$ cat src/rtl/fifo_enq_arbiter_pkg.sv
// fifo_enq_arbiter_pkg: shared defaults, clog2 helper and grant-index type for the enqueue arbiter
package fifo_enq_arbiter_pkg;
  localparam int NREQ_DEF = 4;
  localparam int DWIDTH_DEF = 32;
  function automatic int clog2(input int n);
    int r;
    r = 0;
    while ((1 << r) < n) r++;
    return (r < 1) ? 1 : r;
  endfunction
  typedef logic [clog2(NREQ_DEF)-1:0] gid_t;
endpackage

$ cat src/rtl/fifo_enq_arbiter_rr_priority_pick.sv
// rr_priority_pick: rotating priority encoder, first set request at or after ptr_i (mod N)
module rr_priority_pick #(
  parameter int N = 4,
  parameter int IW = 2
) (
  input  logic [N-1:0]  req_i,
  input  logic [IW-1:0] ptr_i,
  output logic [IW-1:0] win_o,
  output logic          any_o
);
  logic [IW-1:0] idx;
  always_comb begin
    win_o = '0;
    idx = '0;
    for (int k = N - 1; k >= 0; k--) begin
      idx = IW'((int'(ptr_i) + k) % N);
      if (req_i[idx]) win_o = idx;
    end
  end
  assign any_o = |req_i;
endmodule

$ cat src/rtl/fifo_enq_arbiter.sv
// fifo_enq_arbiter: round-robin share of one FIFO enqueue port among NREQ producers,
// with optional burst hold and a sticky flag for enqueues on ungranted ports
module fifo_enq_arbiter import fifo_enq_arbiter_pkg::*; #(
  parameter int NREQ = NREQ_DEF,
  parameter int DWIDTH = DWIDTH_DEF,
  parameter int MAX_BURST = 1
) (
  input  logic                     CLK,
  input  logic                     nRST,
  input  logic [NREQ-1:0]          req_valid,
  input  logic [NREQ-1:0]          req_enq__ENA,
  input  logic [NREQ*DWIDTH-1:0]   req_enq_v,
  output logic [NREQ-1:0]          req_enq__RDY,
  output logic                     fifo_enq__ENA,
  output logic [DWIDTH-1:0]        fifo_enq_v,
  input  logic                     fifo_enq__RDY,
  output logic [clog2(NREQ)-1:0]   grant_id,
  output logic                     grant_valid,
  output logic                     protocol_err
);
  localparam int IW = clog2(NREQ);
  localparam int BW = clog2(MAX_BURST + 1);
  logic [IW-1:0] rr_q, rr_d, win, wrap;
  logic [BW-1:0] bc_q, bc_d;
  logic err_q, err_d, any, acc, hold;
  logic [DWIDTH-1:0] pay [NREQ];
  for (genvar g = 0; g < NREQ; g++) begin : g_pay
    assign pay[g] = req_enq_v[g*DWIDTH +: DWIDTH];
  end
  rr_priority_pick #(.N(NREQ), .IW(IW)) u_pick (
    .req_i(req_valid),
    .ptr_i(rr_q),
    .win_o(win),
    .any_o(any)
  );
  always_comb begin
    grant_id = win;
    grant_valid = any;
    req_enq__RDY = '0;
    req_enq__RDY[win] = fifo_enq__RDY & any;
    acc = req_enq__ENA[win] & req_enq__RDY[win];
    fifo_enq__ENA = acc;
    fifo_enq_v = pay[win];
    wrap = (win == IW'(NREQ - 1)) ? '0 : win + 1'b1;
    hold = (int'(bc_q) + 1 < MAX_BURST);
    rr_d = acc ? (hold ? win : wrap) : rr_q;
    // a burst is forfeited once the holder drops valid, but a full FIFO freezes everything
    bc_d = acc ? (hold ? bc_q + 1'b1 : '0) : (fifo_enq__RDY && !req_valid[rr_q]) ? '0 : bc_q;
    err_d = err_q | (|(req_enq__ENA & ~req_enq__RDY));
    protocol_err = err_q;
  end
  always_ff @(posedge CLK) begin
    if (!nRST) begin
      rr_q <= '0;
      bc_q <= '0;
      err_q <= 1'b0;
    end else begin
      rr_q <= rr_d;
      bc_q <= bc_d;
      err_q <= err_d;
    end
  end
endmodule

$ cat config.mk
export PLATFORM = sky130hd
export DESIGN_NAME = fifo_enq_arbiter
export DESIGN_NICKNAME = d
export VERILOG_FILES = /design/src/rtl/fifo_enq_arbiter_pkg.sv /design/src/rtl/fifo_enq_arbiter_rr_priority_pick.sv /design/src/rtl/fifo_enq_arbiter.sv
export SDC_FILE = /design/constraint.sdc
export NUM_CORES = 1
export LEC_CHECK = 0
export ABC_AREA = 0
export CAP_MARGIN = 0
export CORE_AREA = 2 2 71 73
export DETAILED_ROUTE_END_ITERATION = 10
export DIE_AREA = 0 0 73 75
export DONT_BUFFER_PORTS = 1
export GPL_ROUTABILITY_DRIVEN = 0
export GPL_TIMING_DRIVEN = 0
export PLACE_DENSITY = 0.48
export SLEW_MARGIN = 30
export SYNTH_ARGS = -nofsm -noshare
export SYNTH_HDL_FRONTEND = slang
export SYNTH_HIERARCHICAL = 1
export SYNTH_SLANG_ARGS = --single-unit
$ cat constraint.sdc
create_clock -name CLK -period 2.3 [get_ports CLK]
set_clock_uncertainty 0.2 [all_clocks]
set_input_delay 0.115 -clock CLK [delete_from_list [all_inputs] [get_ports CLK]]
set_output_delay 0.115 -clock CLK [all_outputs]
set_load 0.03 [all_outputs]
==> results.md, run 1 <==
* Run status: complete, but fails checks
* Violated checks: setup timing
* Clock latency reported for the late side of the worst-skew pair at 0.22 ns
* Initial standard-cell utilization of the core at between 20% and 30%
* Initial DRC Count at between 40 and 50
* Headroom to the max-slew limit at 58.8%
* Number of stages on the worst hold path at 3
* Setup-failing EPs final at 38
* Final core utilization at a little under a third
* Power Total at 898 uW
* Total negative slack at -11.28 ns
* Max-slew violation count at 0
* Syn Nets at 230
* Path depth of the worst reg2reg path at 10
* Number of I/O pins at 180
* Cells after synthesis at 87
* Clock-pin slew on the worst setup and hold paths at about 0.030 ns
* Post-detailed-route DRC marker count at 0
* Critical path data required time at 1.99 ns
* Average cell area after synthesis at ~13 um^2
* Seq pwr share at 7.5%
* Share of the clock period used by the worst path after layout at 115%
* HPWL Detailed at between 4 and 5 mm
* Number of vias after detailed routing at slightly below 1000
* Number of routed nets with antenna violations at 0
* Maximum buffer depth of the clock tree at 2
* Fraction of power consumed by the clock network at 18.0%
* Switching Fraction at between 50% and 60%
* Wire length of the first global-routing pass at 6.26 mm
* Area delta synth->final at 28.7%
* Number of clock buffers inserted by TritonCTS at 3
* Transition time of the tightest slew-check pin at between 0.6 and 0.7 ns
* Buffer cell driving the clock tree root: clkbuf_8
* CTS sink count at 3
* Pwr dens at slightly above 600 nW/um^2
* Static leakage power at 0.000464 uW
* Setup repair after global routing missed its margin: yes
* Worst setup path class: flip-flop to output port
* Max Clk Rate at 0.378 GHz
* Total die area at 5480 um^2
* Combinational share of power at 74.6%
* Number of antenna repair diodes at 0
* Switching power summed over all nets at 456 uW
* Largest net degree at the start of global routing at 11
* Final Hold Viols at 0
* Minimum setup slack after placement at -0.352 ns
* Number of fill cells at between 400 and 500
* Mean number of vias per cell at between 6 and 7
* Placeable core area at around 4700 um^2
* Synthesized cell area at approximately 1100 um^2
* Leading cell types in the layout, fill and taps excluded: mux4_2, nand2_1, buf_4, nor2_1, inv_1
* Internal cell power at approximately 440 uW
* H-tree Lvls at 1
* Arrival time of data at the critical path endpoint at approximately 2.3 ns
* Peak supply drop at 0.263 mV
* Number of global-route vias before repair at ~1100
* Cell variety after synth at 22
* Initial antenna violation count at 0
* Synth warnings at 6
* Clock tree from TritonCTS: done
* Worst hold path class: input port to flip-flop
* Overall fraction of global-route tracks in use at between 10% and 20%
* Fraction of final layout cells sized beyond drive strength 1 at 69.4%
* Final worst-path setup slack at -0.349 ns
* Startpoint type of the worst setup path: flip-flop
* Vertical die dimension at 75 um
* Min Hold Slack at approximately 0.032 ns
* Most frequent standard cell in the layout excluding fill and tap cells: mux4_2
* Worst Setup End Kind: output port
* Top fanout value on the critical path at 6
* Portion of the post-synthesis area used by sequential elements at under 10%
* Pre-Repair DR Iteration Count at 5
* Chip width at between 70 and 80 um
* Time the final worst path needs with I/O delays and setup at 2.65 ns
* # Max-Cap Violations at 0
* Grt total ovfl at 0
* Number of rows created at floorplan at 25
* Routed WL per cell at 31.5 um
* # port buffers at 0
* DRT Wirelength at between 4 and 5 mm
* Post-layout nets at about 240
* Yosys reg bits at 3
==> area by class of cell <==
| class | instances | area (um^2) | area share, % |
|---|---|---|---|
| multi-input combinational | 70 | 1070 | 74.2 |
| buffer | 8 | 91.3 | 6.34 |
| timing repair buffer | 7 | 77.6 | 5.38 |
| tap | 54 | 67.6 | 4.69 |
| sequential | 3 | 65.1 | 4.51 |
| clock buffer | 4 | 45.0 | 3.13 |
| inverter | 6 | 25.0 | 1.74 |
==> worst max-delay path, stage by stage, from the launching register on <==
cell and delay (ns):
dfxtp_4 0.36, mux2i_2 0.17, a211oi_4 0.56, buf_6 0.23, buf_4 0.16, mux4_2 0.63
==> power groups by stage <==
stage                     clock [uW]  sequential [uW]  combinational, uW
after global placement             0             67.3                621
after global routing             170             68.2                705
after detailed placement           0             67.7                629
after CTS                        165             67.0                645
after floorplan                    0             65.4                575
final                            161             67.3                670
==> what timing repair did <==
action,4_1_cts,5_1_grt
setup endpoints to repair,40,40
buffers inserted,2,1
gates cloned,0,1
resized for setup,4,11
endpoints found under the hold margin,3,0
hold buffers,3,0
pin swaps,2,8
==> state kept, by name, indices dropped and copies added (netlist names) <==
register,cells
protocol_err,1
rr_q,2
==> synth_stat cells <==
master	number	share of area, %
and3_1	4	2.2
o31a_1	1	0.78
nor2_1	5	1.7
mux2i_1	3	2.7
a211oi_2	1	1.1
o22ai_1	2	1.1
a211oi_1	1	0.67
nand2_1	8	2.7
o211ai_1	1	0.67
o21ai_1	1	0.45
nor3b_1	1	0.67
nand3_1	2	0.89
buf_4	1	0.67
a21oi_1	1	0.45
ha_1	4	4.5
buf_2	4	1.8
dfxtp_1	3	5.4
mux4_2	32	64
o2111a_2	1	1.1
buf_6	3	3.0
nand2b_1	2	1.1
inv_1	6	2.0
==> path summary, 6_finish.rpt <==
path	startpoint	end	slack, ns
setup / recovery	rr_q[1]$_SDFFE_PN0P_	fifo_enq_v[4]	-0.35
hold / removal	req_enq__ENA[0]	protocol_err$_SDFF_PN0_	0.03
setup reg to reg	rr_q[1]$_SDFFE_PN0P_	rr_q[0]$_SDFFE_PN0P_	-0.26
hold reg to reg	rr_q[0]$_SDFFE_PN0P_	rr_q[0]$_SDFFE_PN0P_	0.30
==> metal layers <==
metal  vias up  global-route usage [%]  wire, um
li1        396                       -         -
met1       509                    20.6      1790
met2        85                    27.1      2610
met3         4                    2.81       344
met4         0                    4.94        42
met5         -                       0         0
==> logic make-up (layout without fill, tap and decap cells) <==
group	count (synthesis)	in the layout	synth area share, %
AOI/OAI and AO/OA	9	9	6.37
adders and majority gates	4	4	4.47
buffers and inverters	14	25	7.49
DFF	3	3	5.36
muxes	35	35	67.0
and+or+nand+nor	22	22	9.27
==> through the flow <==
stage / cells / cell area (um^2)
floorplan: 87 / 1190
global placement: 141 / 1260
detailed placement: 141 / 1260
CTS: 150 / 1360
global route: 152 / 1440
finish: 152 / 1440
No activity file was read; power rests on OpenSTA's default activity.
==> inputs of run 2 (changes only) <==
Settings changed: CORE_AREA 2 2 71 73 to 2 2 69 71, CTS_BUF_LIST set to sky130_fd_sc_hd__clkbuf_4 sky130_fd_sc_hd__clkbuf_8, DIE_AREA 0 0 73 75 to 0 0 71 73, GPL_ROUTABILITY_DRIVEN 0 to 1, PLACE_DENSITY 0.48 to 0.5.
==> run 2 against run 1 <==
The run ends with hold timing, setup timing left. First-iteration DRC count down 37%. Sequential cell count unchanged. Critical path type unchanged. Via count down 0.70%. Critical path depth unchanged.
==> results.md, run 2 (synthesis gave the netlist of run 1 again) <==
* Run status: complete, but fails checks
* Violated checks: hold timing, setup timing
* Peak supply drop at approximately 0.33 mV
* Wire length of the first global-routing pass at a little under 6 mm
* Number of antenna repair diodes at 0
* Number of vias after detailed routing at between 900 and 1000
* Min Hold Slack at -0.00949 ns
* CTS sink count at 3
* Initial DRC Count at 26
* Worst setup path class: flip-flop to output port
* Flip-flop count of the largest register, all copies and words added at 2
* Setup-failing EPs final at 38
* H-tree Lvls at 1
* Worst flop-to-flop path startpoint: rr_q[1]$_SDFFE_PN0P_
* Number of rows created at floorplan at 25
* Non-Filler Instances at approximately 150
* Minimum setup slack after placement at -0.380 ns
* Pre-Repair DR Iteration Count at 4
* Number of I/O pins at 180
* Clock latency reported for the late side of the worst-skew pair at 0.21 ns
* Startpoint type of the worst setup path: flip-flop
* Time the final worst path needs with I/O delays and setup at roughly 2.6 ns
* Capturing element of the worst setup path: fifo_enq_v[25]
* Number of routed nets with antenna violations at 0
* Vertical die dimension at approximately 73 um
* Overall fraction of global-route tracks in use at 15.2%
* Grt total ovfl at 0
* Max incr delay on CP at around 0.62 ns
* Final Hold Viols at 1
* Post-detailed-route DRC marker count at 0
* Fraction of final layout cells sized beyond drive strength 1 at around 73%
* Share of the clock period used by the worst path after layout at 115%
* Worst Setup End Kind: output port
* Total die area at 5180 um^2
* Placeable core area at approximately 4500 um^2
* Initial standard-cell utilization of the core at 24.7%
* Final worst-path setup slack at -0.338 ns
* Pwr dens at approximately 630 nW/um^2
* Initial antenna violation count at 1
* Clock tree from TritonCTS: done
* Max-slew violation count at 0
* Path depth of the worst reg2reg path at 10
* Placed inst area at 1260 um^2
* # port buffers at 0
* Area delta synth->final at 29.8%
* Worst hold path class: input port to flip-flop
* Most frequent standard cell in the layout excluding fill and tap cells: mux4_2
* Largest net degree at the start of global routing at 11
* DRT Wirelength at 4.48 mm
* Clock-pin slew on the worst setup and hold paths at 0.03 ns
* HPWL Detailed at about 4.1 mm
* Cell Chain, Critical Path: mux2i_2, a211oi_4, buf_6, buf_4, mux4_2
* Arrival time of data at the critical path endpoint at around 2.3 ns
* Number of global-route vias before repair at 1075
* Headroom to the max-slew limit at between 50% and 60%
* Top fanout value on the critical path at 6
* Placed insts at around 140
* Post-layout nets at roughly 240
* Reg-to-reg slack, setup at -0.27 ns
* R2r endpoint: rr_q[1]$_SDFFE_PN0P_
* Critical path data required time at roughly 2.0 ns
* Mean number of vias per cell at 6.41
* Register with the highest flop count: rr_q
* Source of the critical timing path: rr_q[1]$_SDFFE_PN0P_
* Static leakage power at a little under 0.0005 uW
* Number of clock buffers inserted by TritonCTS at 3
* Routed WL per cell at 29.1 um
* # Max-Cap Violations at 0
* Setup repair after global routing missed its margin: yes
* Post-route standard cell area excluding fillers at 1450 um^2
* Startpoint of the lowest-slack hold path: req_enq__ENA[1]
* Last weighted congestion value of the routability-driven placer at 0.895
* Chip width at about 71 um
* Worst path slowest cell: mux4_2
* Maximum buffer depth of the clock tree at 2
* Buffer cell driving the clock tree root: clkbuf_8
* Leading cell types in the layout, fill and taps excluded: mux4_2, nand2_1, buf_4
* Max Clk Rate at between 0.3 and 0.4 GHz
* Number of fill cells at roughly 440
* Transition time of the tightest slew-check pin at 0.609 ns
run 2: changes by cell type in the layout (fill, tap and decap cells not counted), sizes merged:
cell         change
buf              +4
dlygate4sd3      -2
run 2: how the worst min path moves through the flow:
stage,to,slack (ns),depth (start not counted)
floorplan,protocol_err$_SDFF_PN0_,0.04,1
global placement,protocol_err$_SDFF_PN0_,0.05,1
detailed placement,protocol_err$_SDFF_PN0_,0.06,1
CTS,protocol_err$_SDFF_PN0_,0.005,3
global route,protocol_err$_SDFF_PN0_,0.02,3
finish,protocol_err$_SDFF_PN0_,-0.009,3
run 2: what timing repair did:
action                                  4_1_cts  5_1_grt
cloned                                        0        1
gates resized for setup                       7        9
pin swaps                                     2        8
endpoints found under the setup margin       40       40
hold buffers                                  1        0
buffers inserted                              3        4
endpoints found under the hold margin         3        0
run 2: report_power, final:
group | switching (uW) | leakage [uW] | internal (uW) | total (uW)
registers | 9.61 | 0.0000262 | 57.3 | 66.9
clock network | 35.5 | 0.0000262 | 130 | 166
logic | 405 | 0.000428 | 272 | 677
run 2: area by class of cell:
| class | instances | area, um^2 | share of cell area [%] |
|---|---|---|---|
| clock buffer | 4 | 48.8 | 3.36 |
| buffer | 8 | 91.3 | 6.28 |
| multi-input combinational | 70 | 1070 | 73.3 |
| inverter | 6 | 25.0 | 1.72 |
| tap | 54 | 67.6 | 4.65 |
| timing repair buffer | 9 | 87.6 | 6.02 |
| sequential | 3 | 67.6 | 4.65 |
run 2: critical path: cells and delay by family, from the launching register on:
kind | cells | cell delay, ns
AO/OA/AOI/OAI | 1 | 0.56
flip-flops | 1 | 0.36
buffers and inverters | 2 | 0.40
multiplexers | 2 | 0.79
run 2: metrics by stage:
stage          power [uW]  setup TNS (ns)  hold WS, ns  util [%]
6_report              909          -11.22     -0.00949      32.1
5_1_grt               954          -14.35       0.0160      32.1
4_1_cts               888          -13.48      0.00451      30.1
3_5_place_dp          699           -6.11       0.0578      27.8
3_3_place_gp          692           -5.05       0.0450      27.8
2_1_floorplan         640          -0.677       0.0429         -
run 2: per-layer routing:
layer / wire length [um] / GRT usage, %
met1: 1630 / 18.3
met2: 2400 / 26.8
met3: 409 / 4.83
met4: 22 / 2.73
met5: 13 / 0
==> inputs of run 3 (changes only) <==
Settings changed: BUFFER_PORTS_ARGS set to -buffer_cell sky130_fd_sc_hd__buf_2, CORE_AREA 2 2 69 71 to unset, CORE_MARGIN set to 2, CORE_UTILIZATION set to 26, DIE_AREA 0 0 71 73 to unset, DONT_BUFFER_PORTS 1 to unset, PLACE_DENSITY 0.5 to 0.88, TNS_END_PERCENT set to 50.
==> run 3 against run 2 <==
Highest routed layer is now met4. Sequential cell count is the same. Global-route usage up 7.9 points. The run ends with setup timing left. Critical endpoint is now fifo_enq__ENA. Die area down 6.5%. Critical path type unchanged.
==> results.md, run 3 (synthesis gave the netlist of run 1 again) <==
* Run status: complete, but fails checks
* Violated checks: setup timing
* Grt total ovfl at 0
* Headroom to the max-slew limit at a little over four fifths
* Worst Setup End Kind: output port
* # Max-Cap Violations at 0
* Setup repair after global routing missed its margin: yes
* Maximum buffer depth of the clock tree at 2
* Fraction of final layout cells sized beyond drive strength 1 at between 80 and 90%
* Mean number of vias per cell at between 5 and 6
* Clock tree from TritonCTS: done
* Critical path data required time at ~2.0 ns
* Overall fraction of global-route tracks in use at a little under a quarter
* Initial antenna violation count at 0
* Placeable core area at about 4100 um^2
* Number of global-route vias before repair at 1953
* Post-detailed-route DRC marker count at 0
* Top fanout value on the critical path at 6
* HPWL Detailed at about 4.6 mm
* Buffer cell driving the clock tree root: clkbuf_8
* Largest net degree at the start of global routing at 11
* Worst hold path class: input port to flip-flop
* Worst flop-to-flop path startpoint: rr_q[1]$_SDFFE_PN0P_
* # port buffers at 179
* Initial DRC Count at 48
* Flip-flop count of the largest register, all copies and words added at 2
* Final worst-path setup slack at -0.123 ns
* Final core utilization at 61.9%
* Number of I/O pins at 180
* Clock-pin slew on the worst setup and hold paths at approximately 0.030 ns
* Number of clock buffers inserted by TritonCTS at 3
* Startpoint type of the worst setup path: flip-flop
* Number of antenna repair diodes at 0
* Last weighted congestion value of the routability-driven placer at just under 0.8
* Pwr dens at 491 nW/um^2
* Path depth of the worst reg2reg path at 11
* Transition time of the tightest slew-check pin at approximately 0.25 ns
* Leading cell types in the layout, fill and taps excluded: buf_2, mux4_2, buf_6
* Clock latency reported for the late side of the worst-skew pair at 0.22 ns
* Initial standard-cell utilization of the core at roughly 27%
* Power Total at 1240 uW
* Arrival time of data at the critical path endpoint at roughly 2.1 ns
* DRT Wirelength at 5.75 mm
* CTS sink count at 3
* Hold Crit Endpoint: protocol_err$_SDFF_PN0_
* Total die area at around 4800 um^2
* H-tree Lvls at 1
* Peak supply drop at around 0.63 mV
* Register with the highest flop count: rr_q
* Static leakage power at between 0.001 and 0.0015 uW
* Number of rows created at floorplan at 23
* Vertical die dimension at between 60 and 70 um
* Max-slew violation count at 0
* Startpoint of the lowest-slack hold path: req_enq__ENA[1]
* Area delta synth->final at 126%
* Setup-failing EPs final at 35
* Number of routed nets with antenna violations at 0
* Share of the clock period used by the worst path after layout at 105%
* Max Clk Rate at between 0.4 and 0.5 GHz
* Time the final worst path needs with I/O delays and setup at roughly 2.4 ns
* Worst setup path class: flip-flop to output port
* Post-layout nets at between 400 and 500
* Routed WL per cell at around 17 um
* Most frequent standard cell in the layout excluding fill and tap cells: buf_2
* Number of stages on the worst hold path at 4
* Number of vias after detailed routing at approximately 1700
* Reg-to-reg slack, setup at -0.03 ns
* Pre-Repair DR Iteration Count at 4
* R2r endpoint: rr_q[0]$_SDFFE_PN0P_
* Chip width at 69.6 um
* Wire length of the first global-routing pass at around 9.0 mm
* Final Hold Viols at 0
[run 3: cell types whose count changed in the layout (fill, tap and decap cells not counted), sizes merged]
cell    before  now
buf         15  198
clkbuf       5    4
[run 3: worst max-delay path, cell delays in order (launching register included)]
cell,delay [ns]
dfxtp_4,0.37
mux2i_4,0.20
a211oi_4,0.27
buf_6,0.20
buf_12,0.14
inv_8,0.04
ha_4,0.15
nand2_2,0.05
o21ai_2,0.05
o2111a_2,0.27
buf_6,0.14
[run 3: through the flow]
step | area, um^2 | hold slack, ns | setup slack (ns) | TNS (ns) | cells
after floorplan | 1190 | 0.0429 | -0.137 | -0.677 | 87
after global placement | 2150 | 0.190 | -0.0179 | -0.0179 | 316
after detailed placement | 2150 | 0.201 | -0.0419 | -0.0662 | 316
after CTS | 2480 | 0.105 | -0.135 | -3.82 | 329
after global routing | 2530 | 0.121 | -0.205 | -5.37 | 332
final | 2530 | 0.105 | -0.123 | -2.61 | 332
[run 3: what timing repair did]
action / CTS / global route
hold buffers: 1 / 0
pin swaps: 3 / 4
setup endpoints to repair: 38 / 38
cloned: 1 / 0
buffers inserted: 7 / 3
hold endpoints to repair: 2 / 0
gates resized for setup: 57 / 8
[run 3: metal layers]
metal	up-vias	part of all wire [%]	GRT usage, %	wire [um]
met5	-	0	0	0
met2	90	59	46.7	3400
met1	808	32	22.3	1820
met4	0	2.5	8.33	142
met3	18	6.7	4.94	387
li1	762	-	-	-
[run 3: final cells by class]
cell class              count  area, um^2
repair buffers            191        1160
well taps                  50        62.6
inverters                   6        30.0
clock buffers               4        48.8
flip-flops and latches      3        67.6
plain buffers               8        95.1
fillers                   344        1560
multi-input cells          70        1060
[run 3: worst max-delay path by stage]
stage | cells past startpoint | start | to | slack (ns)
after floorplan | 10 | rr_q[1]$_SDFFE_PN0P_ | rr_q[0]$_SDFFE_PN0P_ | -0.14
after global placement | 10 | rr_q[1]$_SDFFE_PN0P_ | fifo_enq__ENA | -0.02
after detailed placement | 10 | rr_q[1]$_SDFFE_PN0P_ | fifo_enq__ENA | -0.04
after CTS | 6 | rr_q[1]$_SDFFE_PN0P_ | fifo_enq_v[20] | -0.13
after global routing | 10 | rr_q[1]$_SDFFE_PN0P_ | fifo_enq__ENA | -0.20
final | 10 | rr_q[1]$_SDFFE_PN0P_ | fifo_enq__ENA | -0.12
[run 3: power breakdown]
group / switching, uW / internal [uW] / leakage, uW
Clock: 35.5 / 130 / 0.0000262
Sequential: 8.78 / 57.4 / 0.0000262
Combinational: 494 / 516 / 0.00121
Total: 538 / 703 / 0.00126
